### config.mk
export PLATFORM = sky130hd
export DESIGN_NAME = hazard_unit_param_flat
export DESIGN_NICKNAME = d
export VERILOG_FILES = /design/src/rtl/hazard_unit_param_if.sv /design/src/rtl/hazard_unit_param.sv /design/src/flat_wrapper.sv
export SDC_FILE = /design/constraint.sdc
export NUM_CORES = 1
export LEC_CHECK = 0
export CAP_MARGIN = 20
export CORE_MARGIN = 5
export CORE_UTILIZATION = 28
export DETAILED_ROUTE_END_ITERATION = 16
export PLACE_DENSITY = 0.76
export SETUP_SLACK_MARGIN = 0.15
export SYNTH_ARGS = -nofsm -noshare
export SYNTH_HDL_FRONTEND = slang
export SYNTH_SLANG_ARGS = --single-unit
### constraint.sdc
create_clock -name clk -period 1.75 [get_ports clk]
set_clock_uncertainty 0.05 [all_clocks]
set_input_delay 0.35 -clock clk [delete_from_list [all_inputs] [get_ports clk]]
set_output_delay 0.35 -clock clk [all_outputs]
set_load 0.03 [all_outputs]
### src/rtl/hazard_unit_param_if.sv
// rtl/hazard_unit_param_if.sv - hazard unit signal bundle; perf counter fields exist only with HAZARD_PERF_CNT_EN
// The master modport is the pipeline side and the slave modport is the hazard unit side.
interface hazard_unit_param_if #(
    parameter int REG_ADDR_W = 5
);
    logic [REG_ADDR_W-1:0] id_rs1;
    logic [REG_ADDR_W-1:0] id_rs2;
    logic                  id_use_rs1;
    logic                  id_use_rs2;
    logic                  ex_mem_read;
    logic [REG_ADDR_W-1:0] ex_rd;
    logic                  branch_taken;
    logic                  dmem_busy;

    logic                  pc_write;
    logic                  ifid_write;
    logic                  idex_write;
    logic                  exmem_write;
    logic                  memwb_write;
    logic                  ifid_flush;
    logic                  idex_flush;
    logic                  exmem_flush;
    logic                  stall_active;
`ifdef HAZARD_PERF_CNT_EN
    logic [31:0]           perf_stall_cycles;
    logic [31:0]           perf_flush_count;
`endif

    modport master (
        output id_rs1, id_rs2, id_use_rs1, id_use_rs2,
        output ex_mem_read, ex_rd, branch_taken, dmem_busy,
        input  pc_write, ifid_write, idex_write, exmem_write, memwb_write,
        input  ifid_flush, idex_flush, exmem_flush, stall_active
`ifdef HAZARD_PERF_CNT_EN
        ,
        input  perf_stall_cycles, perf_flush_count
`endif
    );

    modport slave (
        input  id_rs1, id_rs2, id_use_rs1, id_use_rs2,
        input  ex_mem_read, ex_rd, branch_taken, dmem_busy,
        output pc_write, ifid_write, idex_write, exmem_write, memwb_write,
        output ifid_flush, idex_flush, exmem_flush, stall_active
`ifdef HAZARD_PERF_CNT_EN
        ,
        output perf_stall_cycles, perf_flush_count
`endif
    );
endinterface

### src/rtl/hazard_unit_param.sv
// rtl/hazard_unit_param.sv - parametrised load-use/branch/dmem-freeze hazard controller; optional HAZARD_PERF_CNT_EN counters
// Mealy pipeline-register controls from a two-state FSM that counts extra load-use bubbles.
module hazard_unit_param #(
    parameter int REG_ADDR_W  = 5,
    parameter int LOAD_STALL  = 1,
    parameter int FLUSH_DEPTH = 2,
    parameter int CNT_W       = 2
) (
    input  logic                 clk,
    input  logic                 rst,
    hazard_unit_param_if.slave   hz
);
    typedef enum logic {
        S_IDLE   = 1'b0,
        S_LSTALL = 1'b1
    } state_t;

    localparam logic [CNT_W-1:0] C_STALL_RELOAD = CNT_W'(LOAD_STALL - 1);
    localparam logic             C_MULTI_STALL  = (LOAD_STALL > 1);
    localparam logic             C_DEEP_FLUSH   = (FLUSH_DEPTH == 3);

    state_t           r_state;
    state_t           w_next_state;
    logic [CNT_W-1:0] r_cnt;
    logic [CNT_W-1:0] w_next_cnt;

    logic w_luh;
    logic w_pc_write;
    logic w_ifid_write;
    logic w_idex_write;
    logic w_exmem_write;
    logic w_memwb_write;
    logic w_ifid_flush;
    logic w_idex_flush;
    logic w_exmem_flush;
    logic w_stall_active;

    // x0 is hard-wired zero, so a load targeting it can never produce a hazard.
    assign w_luh = hz.ex_mem_read && (hz.ex_rd != '0) &&
                   ((hz.id_use_rs1 && (hz.ex_rd == hz.id_rs1)) ||
                    (hz.id_use_rs2 && (hz.ex_rd == hz.id_rs2)));

    always_ff @(posedge clk or posedge rst) begin
        if (rst) begin
            r_state <= S_IDLE;
            r_cnt   <= '0;
        end else begin
            r_state <= w_next_state;
            r_cnt   <= w_next_cnt;
        end
    end

    always_comb begin
        w_next_state   = r_state;
        w_next_cnt     = r_cnt;
        w_pc_write     = 1'b1;
        w_ifid_write   = 1'b1;
        w_idex_write   = 1'b1;
        w_exmem_write  = 1'b1;
        w_memwb_write  = 1'b1;
        w_ifid_flush   = 1'b0;
        w_idex_flush   = 1'b0;
        w_exmem_flush  = 1'b0;
        w_stall_active = 1'b0;

        if (rst) begin
            w_pc_write    = 1'b0;
            w_ifid_write  = 1'b0;
            w_idex_write  = 1'b0;
            w_exmem_write = 1'b0;
            w_memwb_write = 1'b0;
        end else if (hz.dmem_busy) begin
            // Whole pipeline frozen; a pending stall stays visible but nothing advances.
            w_pc_write     = 1'b0;
            w_ifid_write   = 1'b0;
            w_idex_write   = 1'b0;
            w_exmem_write  = 1'b0;
            w_memwb_write  = 1'b0;
            w_stall_active = (r_state == S_LSTALL);
        end else if (hz.branch_taken) begin
            w_ifid_flush  = 1'b1;
            w_idex_flush  = 1'b1;
            w_exmem_flush = C_DEEP_FLUSH;
            w_next_state  = S_IDLE;
            w_next_cnt    = '0;
        end else if (r_state == S_LSTALL) begin
            w_pc_write     = 1'b0;
            w_ifid_write   = 1'b0;
            w_idex_flush   = 1'b1;
            w_stall_active = 1'b1;
            w_next_cnt     = r_cnt - 1'b1;
            if (r_cnt == CNT_W'(1)) begin
                w_next_state = S_IDLE;
            end
        end else if (w_luh) begin
            w_pc_write     = 1'b0;
            w_ifid_write   = 1'b0;
            w_idex_flush   = 1'b1;
            w_stall_active = 1'b1;
            if (C_MULTI_STALL) begin
                w_next_state = S_LSTALL;
                w_next_cnt   = C_STALL_RELOAD;
            end
        end
    end

    assign hz.pc_write     = w_pc_write;
    assign hz.ifid_write   = w_ifid_write;
    assign hz.idex_write   = w_idex_write;
    assign hz.exmem_write  = w_exmem_write;
    assign hz.memwb_write  = w_memwb_write;
    assign hz.ifid_flush   = w_ifid_flush;
    assign hz.idex_flush   = w_idex_flush;
    assign hz.exmem_flush  = w_exmem_flush;
    assign hz.stall_active = w_stall_active;

`ifdef HAZARD_PERF_CNT_EN
    logic [31:0] r_perf_stall;
    logic [31:0] r_perf_flush;

    always_ff @(posedge clk or posedge rst) begin
        if (rst) begin
            r_perf_stall <= '0;
            r_perf_flush <= '0;
        end else begin
            if (w_stall_active && !hz.dmem_busy) begin
                r_perf_stall <= r_perf_stall + 32'd1;
            end
            if (w_ifid_flush) begin
                r_perf_flush <= r_perf_flush + 32'd1;
            end
        end
    end

    assign hz.perf_stall_cycles = r_perf_stall;
    assign hz.perf_flush_count  = r_perf_flush;
`endif
endmodule
### src/flat_wrapper.sv
// flat-port wrapper written by rule: the top's interface ports become plain ports
module hazard_unit_param_flat 
#(
    parameter int REG_ADDR_W  = 5,
    parameter int LOAD_STALL  = 1,
    parameter int FLUSH_DEPTH = 2,
    parameter int CNT_W       = 2
)
  (clk, rst, hz_id_rs1, hz_id_rs2, hz_id_use_rs1, hz_id_use_rs2, hz_ex_mem_read, hz_ex_rd, hz_branch_taken, hz_dmem_busy, hz_pc_write, hz_ifid_write, hz_idex_write, hz_exmem_write, hz_memwb_write, hz_ifid_flush, hz_idex_flush, hz_exmem_flush, hz_stall_active);
  hazard_unit_param_if #(.REG_ADDR_W(REG_ADDR_W)) hz_i ();
  input  logic clk;
  input  logic rst;
  input wire logic [$bits(hz_i.id_rs1)-1:0] hz_id_rs1;
  input wire logic [$bits(hz_i.id_rs2)-1:0] hz_id_rs2;
  input wire logic [$bits(hz_i.id_use_rs1)-1:0] hz_id_use_rs1;
  input wire logic [$bits(hz_i.id_use_rs2)-1:0] hz_id_use_rs2;
  input wire logic [$bits(hz_i.ex_mem_read)-1:0] hz_ex_mem_read;
  input wire logic [$bits(hz_i.ex_rd)-1:0] hz_ex_rd;
  input wire logic [$bits(hz_i.branch_taken)-1:0] hz_branch_taken;
  input wire logic [$bits(hz_i.dmem_busy)-1:0] hz_dmem_busy;
  output wire logic [$bits(hz_i.pc_write)-1:0] hz_pc_write;
  output wire logic [$bits(hz_i.ifid_write)-1:0] hz_ifid_write;
  output wire logic [$bits(hz_i.idex_write)-1:0] hz_idex_write;
  output wire logic [$bits(hz_i.exmem_write)-1:0] hz_exmem_write;
  output wire logic [$bits(hz_i.memwb_write)-1:0] hz_memwb_write;
  output wire logic [$bits(hz_i.ifid_flush)-1:0] hz_ifid_flush;
  output wire logic [$bits(hz_i.idex_flush)-1:0] hz_idex_flush;
  output wire logic [$bits(hz_i.exmem_flush)-1:0] hz_exmem_flush;
  output wire logic [$bits(hz_i.stall_active)-1:0] hz_stall_active;
  assign hz_i.id_rs1 = hz_id_rs1;
  assign hz_i.id_rs2 = hz_id_rs2;
  assign hz_i.id_use_rs1 = hz_id_use_rs1;
  assign hz_i.id_use_rs2 = hz_id_use_rs2;
  assign hz_i.ex_mem_read = hz_ex_mem_read;
  assign hz_i.ex_rd = hz_ex_rd;
  assign hz_i.branch_taken = hz_branch_taken;
  assign hz_i.dmem_busy = hz_dmem_busy;
  assign hz_pc_write = hz_i.pc_write;
  assign hz_ifid_write = hz_i.ifid_write;
  assign hz_idex_write = hz_i.idex_write;
  assign hz_exmem_write = hz_i.exmem_write;
  assign hz_memwb_write = hz_i.memwb_write;
  assign hz_ifid_flush = hz_i.ifid_flush;
  assign hz_idex_flush = hz_i.idex_flush;
  assign hz_exmem_flush = hz_i.exmem_flush;
  assign hz_stall_active = hz_i.stall_active;
  hazard_unit_param #(.REG_ADDR_W(REG_ADDR_W), .LOAD_STALL(LOAD_STALL), .FLUSH_DEPTH(FLUSH_DEPTH), .CNT_W(CNT_W)) u_core (.clk(clk), .rst(rst), .hz(hz_i));
endmodule
==> results.ini <==
[clock_tree]
cts_tree=done
hold_buffers=0
clockBufferDepth=2
clock_latency_ps=240
clkTransAtPathRegs_ps=40
h-tree-depth=1
cts_sinks=3
cts_root_buf=clkbuf_4
cts_inserted_buffers=3

[placed_design]
dp_hpwl_um=932
placed_cell_area_um2=724
portBuffers=29
dp.cells=94
place_congestion=0.749

[synthesis]
ys_warn_count=0
synth-edff-count=0
synth_seq_cells=3
synth_ff_type=dfrtp_1
yosysSeqAreaShare_pct=19.2
syn_area_per_cell_um2=8.49
synth_async_sr_flop_share_pct=100
synth.distinct_cells=24
synthesis.area_um2=390
syn-num-nets=69
synthCells=46

[outcome]
status=finished, violations left
violations=negative setup slack

[cells_and_area]
drive_gt1_share_pct=50.6
nFillCells=141
antenna_cells=0
stdcell_area_um2=758
layout_common_cells=buf_4 (14), xor2_1 (7), dlygate4sd2_1 (7), buf_6 (7), buf_2 (6)
final_cell_count_no_fill=98
fin_nets=107
area_growth_pct=94.2
final_common_cell=buf_4

[timing]
setup_tns_ps=-724
finalHoldViolCount=0
fin_crit_sh_pct=112
whs_ps=336
layout_setup_ws_ps=-212
setup_violations=4
final-max-slew-violation-count=0
timing.fmax_mhz=510
rsz0062_at_grt=true
period_needed_ps=1960

[pwr]
p_leak_nw=0.354
powerDensity_nw_per_um2=445
max-vdd-ir-drop_v=0.000276

[floorplanning]
die_h_um=47.3
start_util_pct=29.6
num_rows=13
core_region_area_um2=1320
dieArea_um2=2240
ios=31
die-width_um=47.3

[setup_path]
cp_max_fo=3
crit_slowest_cell=o31a_1
reg2reg_to=u_core.r_cnt[1]
cp-start-kind=primary input
worst_r2r_path_depth=3
critPathArrivalTime_ps=1560
worst_path_most_repeated_cell=buf_6
cpPeakStageDelay_ps=340
worstPathRequired_ps=1350
r2r-start=u_core.r_state
crit_chain=buf_6 > xor2_2 > nor4_2 > a32oi_2 > o31a_1 > buf_6
rrSetupSlack_ps=610
path_class=primary input to primary output
crit_path_end_kind=primary output

[global_route]
grt_max_degree=8
grt_pass1_vias=424
antenna_found_initial=0
track_usage_pct=11.3
grt_pass1_wl_um=1740
grt-ovfl-total=0

[detailed_routing]
via_per_inst=4.71
drc=0
vias=462
totalWireLength_um=1140
wl_per_cell_um=11.6
postRouteAntennaNets=0
drtPass1Iterations=2
drtIter0Drc=3

[min_path]
hold_path.class=primary input to asynchronous set/reset pin

[run]
drv_cap=0

routing by layer:
| layer | vias up | part of all wire, % | track usage, % | routed length (um) |
|---|---|---|---|---|
| met4 | 0 | 1.2 | 4.97 | 14 |
| met2 | 31 | 46 | 18.7 | 518 |
| met3 | 3 | 17 | 7.66 | 190 |
| li1 | 232 | - | - | - |
| met5 | - | 0 | 0 | 0 |
| met1 | 196 | 36 | 10.8 | 411 |
through the flow:
step	setup slack, ps	total power, mW	util [%]
after floorplan	-269	0.135	-
final	-212	0.337	57.5
after global placement	-620	0.214	55.0
after CTS	-217	0.344	56.3
after detailed placement	-612	0.214	55.0
after global routing	-272	0.365	57.5
sequential cells by signal, indices dropped and copies added, names as in the netlist:
name,flops
u_core.r_state,1
u_core.r_cnt,2
where the power goes:
group	internal, mW	leakage [nW]	switching, mW	total [mW]
combinational	0.0725	0.297	0.0681	0.141
clock	0.0858	0.0150	0.0413	0.127
sequential	0.0698	0.0419	0	0.0698
total	0.228	0.354	0.109	0.337
final cells by class:
cell class | instances | area (um2) | share of cell area, %
clock buffers | 4 | 26.3 | 3.47
inverters | 3 | 11.3 | 1.49
flip-flops and latches | 3 | 75.1 | 9.90
multi-input cells | 35 | 317 | 41.7
well taps | 15 | 18.8 | 2.48
repair buffers | 38 | 310 | 40.9
cell usage after synthesis (2+ instances only):
library cell / n / area (um2)
buf_4: 4 / 30.0
nor3_1: 3 / 15.0
inv_1: 3 / 11.3
dfrtp_1: 3 / 75.1
or4_1: 2 / 15.0
xor2_1: 8 / 70.1
o21ai_0: 5 / 25.0
xnor2_1: 2 / 17.5
worst max-delay path, delay by kind of cell:
family | cells | cell delay, ps
AND/OR/NAND/NOR | 1 | 280
XOR/XNOR | 1 | 160
AO/OA/AOI/OAI | 2 | 520
buffers and inverters | 2 | 250
kinds of logic after synthesis:
logic type                 synth area share [%]
other                                     0.961
adders and majority gates                  3.20
buffers and inverters                      11.5
xor gates and xnor gates                   22.4
and+or+nand+nor                            18.3
AOI/OAI and AO/OA                          21.8
DFF                                        19.2
muxes                                      2.56
repair_timing:
item / in CTS / in global routing
endpoints found under the setup margin: 8 / 4
pin swaps: 16 / 4
resized for setup: 59 / 6
setup buffers: 0 / 0
cloned: 0 / 0
worst max-delay path by stage:
stage	end	slack, ps	startpoint
finish	hz_pc_write	-210	hz_ex_rd[3]
global route	hz_ifid_write	-270	hz_id_rs1[1]
CTS	hz_pc_write	-220	hz_id_rs1[1]
detailed placement	hz_idex_flush	-610	hz_ex_rd[3]
global placement	hz_idex_flush	-620	hz_ex_rd[4]
floorplan	hz_idex_flush	-270	hz_ex_rd[3]
No activity file was read; power rests on OpenSTA's default activity.
